--- src/rtl/argmax_classifier_if.sv ---
// rtl/argmax_classifier_if.sv - score-in / result-out handshake bundle for argmax_classifier
//
// Purpose: groups the input score stream and the output result handshake.
// Ports (signals):
//   in_valid/in_ready/in_data/in_last : one signed score per accepted beat
//   out_valid/out_ready               : result handshake
//   out_class/out_score/out_err       : winning index, its score, length error
// Modports: master = score producer / result consumer, slave = classifier.
interface argmax_classifier_if #(
  parameter int N     = 16,
  parameter int IDX_W = 4
);
  logic             in_valid;
  logic             in_ready;
  logic [N-1:0]     in_data;
  logic             in_last;
  logic             out_valid;
  logic             out_ready;
  logic [IDX_W-1:0] out_class;
  logic [N-1:0]     out_score;
  logic             out_err;

  modport slave (
    input  in_valid, in_data, in_last, out_ready,
    output in_ready, out_valid, out_class, out_score, out_err
  );

  modport master (
    output in_valid, in_data, in_last, out_ready,
    input  in_ready, out_valid, out_class, out_score, out_err
  );
endinterface

--- src/rtl/argmax_classifier.sv ---
// rtl/argmax_classifier.sv - streaming signed arg-max over one frame of class scores
//
// Purpose: tracks the running maximum of a frame of signed scores (strictly
// greater replaces, so ties keep the lowest index) and presents the winning
// index and score until the consumer takes it. A frame closes on in_last or
// after NUM_CLASSES scores, whichever comes first; out_err flags a mismatch.
// Ports:
//   clk   : rising-edge clock
//   rst_n : asynchronous active-low reset
//   bus   : argmax_classifier_if.slave (score stream in, result handshake out)
module argmax_classifier #(
  parameter int N           = 16,
  parameter int NUM_CLASSES = 10,
  parameter int IDX_W       = 4
) (
  input logic                 clk,
  input logic                 rst_n,
  argmax_classifier_if.slave  bus
);

  typedef enum logic [1:0] {S_FIRST, S_ACCUM, S_HOLD} state_t;

  localparam logic [IDX_W-1:0] LAST_IDX = IDX_W'(NUM_CLASSES - 1);

  state_t                  state;
  logic [IDX_W-1:0]        cnt;
  logic [IDX_W-1:0]        max_idx;
  logic signed [N-1:0]     max_val;

  logic                    out_valid_q;
  logic [IDX_W-1:0]        out_class_q;
  logic [N-1:0]            out_score_q;
  logic                    out_err_q;

  logic                    accept;
  logic                    replace;
  logic                    frame_end;
  logic [IDX_W-1:0]        beat_idx;
  logic [IDX_W-1:0]        nxt_idx;
  logic signed [N-1:0]     nxt_max;

  assign bus.in_ready  = (state != S_HOLD);
  assign bus.out_valid = out_valid_q;
  assign bus.out_class = out_class_q;
  assign bus.out_score = out_score_q;
  assign bus.out_err   = out_err_q;

  // Post-compare view of the current beat; the final beat of a frame uses
  // these same values to load the result registers.
  always_comb begin
    accept    = bus.in_valid && bus.in_ready;
    beat_idx  = (state == S_FIRST) ? '0 : cnt;
    replace   = (state == S_FIRST) || ($signed(bus.in_data) > max_val);
    nxt_max   = replace ? $signed(bus.in_data) : max_val;
    nxt_idx   = replace ? beat_idx : max_idx;
    frame_end = bus.in_last || (beat_idx == LAST_IDX);
  end

  always_ff @(posedge clk or negedge rst_n) begin
    if (!rst_n) begin
      state       <= S_FIRST;
      cnt         <= '0;
      max_idx     <= '0;
      max_val     <= '0;
      out_valid_q <= 1'b0;
      out_class_q <= '0;
      out_score_q <= '0;
      out_err_q   <= 1'b0;
    end else begin
      case (state)
        S_FIRST, S_ACCUM: begin
          if (accept) begin
            max_val <= nxt_max;
            max_idx <= nxt_idx;
            if (frame_end) begin
              // cnt is left alone here so it never has to hold NUM_CLASSES
              out_valid_q <= 1'b1;
              out_class_q <= nxt_idx;
              out_score_q <= nxt_max;
              out_err_q   <= bus.in_last ^ (beat_idx == LAST_IDX);
              state       <= S_HOLD;
            end else begin
              cnt   <= beat_idx + IDX_W'(1);
              state <= S_ACCUM;
            end
          end
        end
        S_HOLD: begin
          if (bus.out_ready) begin
            out_valid_q <= 1'b0;
            cnt         <= '0;
            state       <= S_FIRST;
          end
        end
        default: state <= S_FIRST;
      endcase
    end
  end

endmodule

--- src/flat_wrapper.sv ---
// flat-port wrapper written by rule: the top's interface ports become plain ports
module argmax_classifier_flat 
#(
  parameter int N           = 16,
  parameter int NUM_CLASSES = 10,
  parameter int IDX_W       = 4
)
  (clk, rst_n, bus_in_valid, bus_in_data, bus_in_last, bus_out_ready, bus_in_ready, bus_out_valid, bus_out_class, bus_out_score, bus_out_err);
  argmax_classifier_if #(.N(N), .IDX_W(IDX_W)) bus_i ();
  input logic clk;
  input logic rst_n;
  input wire logic [$bits(bus_i.in_valid)-1:0] bus_in_valid;
  input wire logic [$bits(bus_i.in_data)-1:0] bus_in_data;
  input wire logic [$bits(bus_i.in_last)-1:0] bus_in_last;
  input wire logic [$bits(bus_i.out_ready)-1:0] bus_out_ready;
  output wire logic [$bits(bus_i.in_ready)-1:0] bus_in_ready;
  output wire logic [$bits(bus_i.out_valid)-1:0] bus_out_valid;
  output wire logic [$bits(bus_i.out_class)-1:0] bus_out_class;
  output wire logic [$bits(bus_i.out_score)-1:0] bus_out_score;
  output wire logic [$bits(bus_i.out_err)-1:0] bus_out_err;
  assign bus_i.in_valid = bus_in_valid;
  assign bus_i.in_data = bus_in_data;
  assign bus_i.in_last = bus_in_last;
  assign bus_i.out_ready = bus_out_ready;
  assign bus_in_ready = bus_i.in_ready;
  assign bus_out_valid = bus_i.out_valid;
  assign bus_out_class = bus_i.out_class;
  assign bus_out_score = bus_i.out_score;
  assign bus_out_err = bus_i.out_err;
  argmax_classifier #(.N(N), .NUM_CLASSES(NUM_CLASSES), .IDX_W(IDX_W)) u_core (.clk(clk), .rst_n(rst_n), .bus(bus_i));
endmodule
--- config.mk ---
export PLATFORM = sky130hd
export DESIGN_NAME = argmax_classifier_flat
export DESIGN_NICKNAME = d
export VERILOG_FILES = /design/src/rtl/argmax_classifier_if.sv /design/src/rtl/argmax_classifier.sv /design/src/flat_wrapper.sv
export SDC_FILE = /design/constraint.sdc
export NUM_CORES = 1
export LEC_CHECK = 0
export CAP_MARGIN = 15
export CORE_UTILIZATION = 41
export CTS_CLUSTER_SIZE = 16
export DETAILED_ROUTE_END_ITERATION = 10
export SLEW_MARGIN = 10
export SYNTH_ARGS = -nofsm -noshare
export SYNTH_HDL_FRONTEND = slang
export SYNTH_SLANG_ARGS = --single-unit
--- constraint.sdc ---
create_clock -name clk -period 3.58 [get_ports clk]
set_clock_uncertainty 0.05 [all_clocks]
set_input_delay 0.716 -clock clk [delete_from_list [all_inputs] [get_ports clk]]
set_output_delay 0.716 -clock clk [all_outputs]
set_load 0.03 [all_outputs]
* Word level (Yosys, flattened, before mapping)
Index checks and enable logic that the tools add are counted.
** Storage, ports and cells
- Register bits :: 48
- Output and inout port bits :: 23
- Logic and storage cells :: 45
** Operators by class
- Add/subtract/negate cells :: 1
- Order comparisons :: 1
- Eq/ne operators :: 8
- Multiplexer cells :: 15
- Bitwise logic cells :: 1
- Reduce and logical (&&, ||, !) cells :: 11
** Operators by type and width (number)
- $mux 4 :: 5
- $gt 16x16->1 :: 1
- $mux 16 :: 1
- $pmux 4 s2 :: 1
- $reduce_and 4->1 :: 2
- $mux 2 :: 3
- $ne 2x2->1 const B :: 3
- $add 4x1->4 const B :: 1
- $eq 4x4->1 const B :: 1
- $ne 2x1->1 const B :: 2
- $pmux 2 s2 :: 1
- $reduce_and 2->1 :: 2
- $mux 1 :: 3
- $reduce_and 3->1 :: 1
- $eq 2x1->1 const B :: 1
- $eq 2x2->1 const B :: 1
- $logic_not 2->1 :: 1
- $logic_or 1x1->1 :: 2
- $pmux 1 s2 :: 1
- $reduce_bool 2->1 :: 1
- $reduce_or 2->1 :: 1
- $logic_and 1x1->1 :: 1
- $xor 1x1->1 :: 1

* Longest topological paths before layout
- Depth after elaboration :: 7
- Mapped depth :: 14
- Mapped depth without buffers :: 10

* Worst setup path before layout
No wires, ideal clock.
- Path type :: register to register
- From :: register u_core.state[0]
- To :: register u_core.out_score_q[5], in the netlist u_core.bus.out_score[5]
- Library setup time :: 122 ps
- Data arrival time :: 2929 ps
- Data required time :: 3408 ps
- Path slack :: 480 ps
- Cell stages (with the launch flop) :: 15
- Path buffers :: 4
- Period minus slack after synthesis :: 3100 ps
- Cells stage by stage :: dfrtp_1 clkbuf_1 or2_2 clkbuf_1 clkbuf_1 and2_1 ha_1 nand4b_1 ha_1 nor2_1 nand2_1 clkbuf_1 nor2_1 mux2_1 a2111oi_1
** Between the ends
- Cells in the longest elaborated chain, start to end :: 5
- Elaborated cells on any way between the ends :: 11
- Those cells by class :: eq/ne (3); mux (2); reduce/logical (6)
** RTL lines
- from (decl) :: RTL line argmax_classifier.sv:25 : state_t state;
- from (signal assigned) :: RTL line argmax_classifier.sv:61 : state <= S_FIRST;
- from (signal assigned) :: RTL line argmax_classifier.sv:81 : state <= S_HOLD;
- from (signal assigned) :: RTL line argmax_classifier.sv:84 : state <= S_ACCUM;
- $logic_not 2->1 :: RTL line argmax_classifier.sv:52, argmax_classifier.sv:53, argmax_classifier.sv:70
- $mux 4 :: RTL line argmax_classifier.sv:52 : beat_idx = (state == S_FIRST) ? '0 : cnt;
- $eq 4x4->1 :: RTL line argmax_classifier.sv:56 : frame_end = bus.in_last || (beat_idx == LAST_IDX);
- $logic_or 1x1->1 :: RTL line argmax_classifier.sv:56
- $reduce_and 3->1 (no source line)
- to (signal assigned) :: RTL line argmax_classifier.sv:79 : out_score_q <= nxt_max;
- to (decl) :: RTL line argmax_classifier.sv:32 : logic [N-1:0] out_score_q;
Several ways; a longest one is shown, not always the timed one.
A chain may end at the register's enable or synchronous reset.

* Worst setup path after layout
- From :: input bus_in_data[13]
- To :: register u_core.out_score_q[5], in the netlist u_core.bus.out_score[5]
** Between the ends
- Cells in the longest elaborated chain, start to end :: 3
** RTL lines
- from (decl) :: RTL line flat_wrapper.sv:13 : input wire logic [$bits(bus_i.in_data)-1:0] bus_in_data;
- $gt 16x16->1 :: RTL line argmax_classifier.sv:53 : replace = (state == S_FIRST) || ($signed(bus.in_data) > max_val);
- $logic_or 1x1->1 :: RTL line argmax_classifier.sv:53
- $mux 16 :: RTL line argmax_classifier.sv:54 : nxt_max = replace ? $signed(bus.in_data) : max_val;
Every way passes these cells.

==> flow_results.xml <==
<?xml version="1.0" encoding="UTF-8"?>
<metrics>
  <group name="outcome">
    <metric name="run_status" unit="">completed</metric>
  </group>
  <group name="global_routing">
    <metric name="grt-busiest-layer" unit="">met2</metric>
    <metric name="global_route.usage.met2" unit="%">32.0</metric>
    <metric name="number_of_global_route_vias_before_repair" unit="">2566</metric>
    <metric name="grt_util_met1" unit="%">25.5</metric>
    <metric name="grt_max_degree" unit="">32</metric>
    <metric name="grt_util_met3" unit="%">3.05</metric>
    <metric name="global_route_congestion_overflow_total" unit="">0</metric>
    <metric name="antenna_found_initial" unit="">0</metric>
    <metric name="grtUsageTotal" unit="%">19.1</metric>
    <metric name="global_route_wire_length_before_repair" unit="mm">12.5</metric>
  </group>
  <group name="setup_path">
    <metric name="worstPathArrival" unit="ns">3.43</metric>
    <metric name="critical_path_cell_sequence" unit="">clkdlybuf4s50_1 -&gt; ha_1 -&gt; nand4_2 -&gt; or4_4 -&gt; a21oi_2 -&gt; o21ai_1 -&gt; and2_4 -&gt; mux2_1 -&gt; a2111oi_1</metric>
    <metric name="worst-path-max-fanout" unit="">16</metric>
    <metric name="critical_path.endpoint_type" unit="">flip-flop</metric>
    <metric name="timing.critical_path.max_delay_family" unit="">simple AND/OR/NAND/NOR gates</metric>
    <metric name="start_kind" unit="">primary input</metric>
    <metric name="critPathMaxStageDelay" unit="ns">0.59</metric>
    <metric name="worst-setup-path-type" unit="">in -&gt; reg</metric>
    <metric name="critical_path.n_buffers_inverters" unit="">1</metric>
    <metric name="worst-endpoint-required" unit="ns">3.72</metric>
    <metric name="cp_slowest_cell" unit="">or4_4</metric>
  </group>
  <group name="clock_network">
    <metric name="sinks_on_the_clock_net" unit="">48</metric>
    <metric name="number_of_cells_upsized_or_downsized_after_cts" unit="">0</metric>
    <metric name="cts.clk_slew.worst_paths" unit="ns">0.10</metric>
    <metric name="number_of_levels_the_h_tree_was_split_into" unit="">2</metric>
    <metric name="clockBufferDepth" unit="">2</metric>
    <metric name="holdBufCountCts" unit="">0</metric>
    <metric name="post-cts-setup-buffer-count" unit="">0</metric>
    <metric name="cts-buffers-inserted" unit="">5</metric>
    <metric name="tritoncts" unit="">yes</metric>
    <metric name="cts.root.buffer_cell" unit="">clkbuf_8</metric>
    <metric name="clk_latency" unit="ns">0.31</metric>
  </group>
  <group name="placed_design">
    <metric name="dp_hpwl" unit="mm">5.01</metric>
    <metric name="post-place-ws" unit="ns">-0.0472</metric>
    <metric name="place.gp.congestion" unit="">0.778</metric>
    <metric name="port_buffers" unit="">43</metric>
    <metric name="placedCellCount" unit="">452</metric>
  </group>
  <group name="die">
    <metric name="fp-row-count" unit="">31</metric>
    <metric name="placeableCoreArea" unit="um2">7370</metric>
    <metric name="i_o_pin_cnt" unit="">44</metric>
    <metric name="die-width" unit="um">89.8</metric>
    <metric name="die_area" unit="um2">8060</metric>
    <metric name="initial_core_util" unit="%">42.9</metric>
    <metric name="dieHeight" unit="um">89.8</metric>
  </group>
  <group name="finish">
    <metric name="insertedDiodeCount" unit="">0</metric>
    <metric name="fin_nets" unit="">400</metric>
    <metric name="area_delta_synth_final" unit="%">24.5</metric>
    <metric name="final_core_utilization" unit="%">53.4</metric>
    <metric name="finish.cell_count_without_fillers" unit="">460</metric>
    <metric name="drive_gt1_share" unit="%">23.0</metric>
  </group>
  <group name="timing">
    <metric name="hold_viol_final" unit="">0</metric>
    <metric name="setup_violations" unit="">0</metric>
    <metric name="hold_slack" unit="ns">0.407</metric>
    <metric name="final.setup.worst_slack" unit="ns">0.291</metric>
    <metric name="min_period" unit="ns">3.29</metric>
    <metric name="rsz0062_at_grt" unit="">false</metric>
    <metric name="slew_viol_final" unit="">0</metric>
    <metric name="fmax" unit="MHz">304</metric>
    <metric name="timing_worst_slew_pin_value" unit="ns">0.725</metric>
    <metric name="slew-limit-headroom" unit="%">51.7</metric>
    <metric name="min_period_over_period" unit="%">91.9</metric>
  </group>
  <group name="detailed_routing">
    <metric name="avgRoutedWirePerCell" unit="um">15.3</metric>
    <metric name="first_pass_iters" unit="">4</metric>
    <metric name="drtIter0Drc" unit="">48</metric>
    <metric name="ant_nets" unit="">0</metric>
    <metric name="wirelength" unit="mm">7.04</metric>
    <metric name="via_count" unit="">2453</metric>
    <metric name="detail_route.drc_violations" unit="">0</metric>
    <metric name="vias_per_cell" unit="">5.33</metric>
  </group>
  <group name="logic_synthesis">
    <metric name="synth_compound_area_share" unit="%">17.0</metric>
    <metric name="synth.yosys.seq_area_share" unit="%">38.0</metric>
    <metric name="synth_edf_count" unit="">0</metric>
    <metric name="synth_warnings" unit="">0</metric>
    <metric name="synthTopCellsByCount" unit="">48 x dfrtp_1, 38 x nor2_1, 34 x nor3_1</metric>
    <metric name="adder_cell_fraction_of_synth_area" unit="%">7.52</metric>
    <metric name="ffs_latches_synth" unit="">48</metric>
    <metric name="synth.distinct_cells" unit="">39</metric>
    <metric name="netlist_instances" unit="">307</metric>
    <metric name="synth-simple-area-share" unit="%">17.5</metric>
    <metric name="async_flop_share" unit="%">100</metric>
    <metric name="synth.cell_area" unit="um2">3160</metric>
    <metric name="syn_avg_cell_area" unit="um2">10.3</metric>
    <metric name="synth_top_family_by_area" unit="">simple AND/OR/NAND/NOR gates</metric>
    <metric name="synth_area_leaders" unit="">dfrtp_1 38%, a2111oi_4 8.7%, ha_1 7.5%</metric>
    <metric name="synthXorXnorAreaFrac" unit="%">0.554</metric>
    <metric name="synth_fp_nets" unit="">347</metric>
    <metric name="synthFlopType" unit="">dfrtp_1</metric>
    <metric name="synth_top_area_share" unit="%">38.0</metric>
    <metric name="post-synth-top-count-cell" unit="">dfrtp_1</metric>
    <metric name="post-synth-top-area-cell" unit="">dfrtp_1</metric>
    <metric name="muxShareOfSynthArea" unit="%">14.2</metric>
  </group>
  <group name="worst_hold_path">
    <metric name="hold_path_class" unit="">in -&gt; async</metric>
  </group>
  <group name="power">
    <metric name="cellLeakagePower" unit="nW">1.69</metric>
    <metric name="power_per_cell_area" unit="nW/um2">654</metric>
    <metric name="ir_drop" unit="V">0.000324</metric>
  </group>
  <group name="run">
    <metric name="cap_violations" unit="">0</metric>
  </group>
</metrics>
-- cells in the final DEF (no fill, tap or decap), types with 4 or more instances in the layout --
| cell type | n |
|---|---|
| nand2b_1 | 4 |
| nor3_1 | 34 |
| ha_1 | 19 |
| o211ai_1 | 4 |
| mux2_4 | 10 |
| clkbuf_8 | 6 |
| mux2i_1 | 5 |
| a2111oi_2 | 4 |
| a21oi_1 | 7 |
| mux2_2 | 21 |
| a2111oi_4 | 10 |
| clkdlybuf4s50_1 | 42 |
| nand4_1 | 6 |
| buf_4 | 20 |
| nor2_1 | 38 |
| dfrtp_1 | 48 |
| nand2_1 | 24 |
| inv_1 | 20 |
| o21ai_0 | 10 |
-- cell families (layout without fill, tap and decap cells) --
kind of cell	Yosys count	in the layout
adders and majority gates	19	19
DFF	48	48
AOI/OAI and AO/OA	45	45
buffers and inverters	39	93
xor gates and xnor gates	2	2
and+or+nand+nor	117	117
muxes	37	37
-- per-stage QoR --
step | TNS [ns] | total power, mW | instance area (um2)
2_1_floorplan | 0 | 1.77 | 3160
5_1_grt | 0 | 2.76 | 3930
3_5_place_dp | -0.0917 | 2.17 | 3810
4_1_cts | 0 | 2.60 | 3930
6_report | 0 | 2.57 | 3930
3_3_place_gp | 0 | 2.15 | 3810
-- worst paths after layout --
kind,start,end,slack (ns),depth (start not counted)
setup / recovery,bus_in_data[13],u_core.bus.out_score[5]$_DFFE_PN0P_,0.29,9
hold / removal,rst_n,u_core.bus.out_score[2]$_DFFE_PN0P_,0.41,1
setup reg to reg,u_core.state[0]$_DFFE_PN0P_,u_core.bus.out_score[5]$_DFFE_PN0P_,0.74,11
hold reg to reg,u_core.bus.out_err$_DFFE_PN0P_,u_core.bus.out_err$_DFFE_PN0P_,0.44,2
max in group asynchronous,rst_n,u_core.bus.out_score[13]$_DFFE_PN0P_,2.34,2
min in group clk,u_core.bus.out_err$_DFFE_PN0P_,u_core.bus.out_err$_DFFE_PN0P_,0.44,2
-- sequential cells by signal, summed over array words and instances, names as in the netlist --
register and cells:
u_core.bus.out_valid 1, u_core.bus.out_class 4, u_core.state 2, u_core.max_idx 4, u_core.cnt 4, u_core.bus.out_score 16, u_core.bus.out_err 1, u_core.max_val 16
-- worst register-to-register path, stage by stage, from the launching register on --
cell and delay [ns]:
dfrtp_1 0.48, or2_2 0.35, and2_1 0.20, ha_1 0.18
nand4b_1 0.09, ha_1 0.26, nor2_1 0.09, nand2_1 0.09
buf_4 0.20, nor2_1 0.08, mux2_1 0.30, a2111oi_1 0.34
-- routing by layer --
metal / up-vias / share of wire (%)
li1: 1192 / -
met1: 1216 / 47
met2: 36 / 49
met3: 9 / 2.8
met4: 0 / 1.1
met5: - / 0
-- area by class of cell --
type | instances | area (um2)
fillers | 690 | 3440
inverters | 20 | 75.1
clock buffers | 6 | 82.6
well taps | 99 | 124
clock inverters | 2 | 38.8
repair buffers | 65 | 616
multi-input cells | 220 | 1800
flip-flops and latches | 48 | 1200
-- report_power, final --
group / switching (mW) / total (mW) / internal (mW)
Combinational: 0.681 / 1.28 / 0.596
Sequential: 0.133 / 0.867 / 0.734
Clock: 0.197 / 0.426 / 0.229
Note: power is estimated with default switching activity, not from simulation.
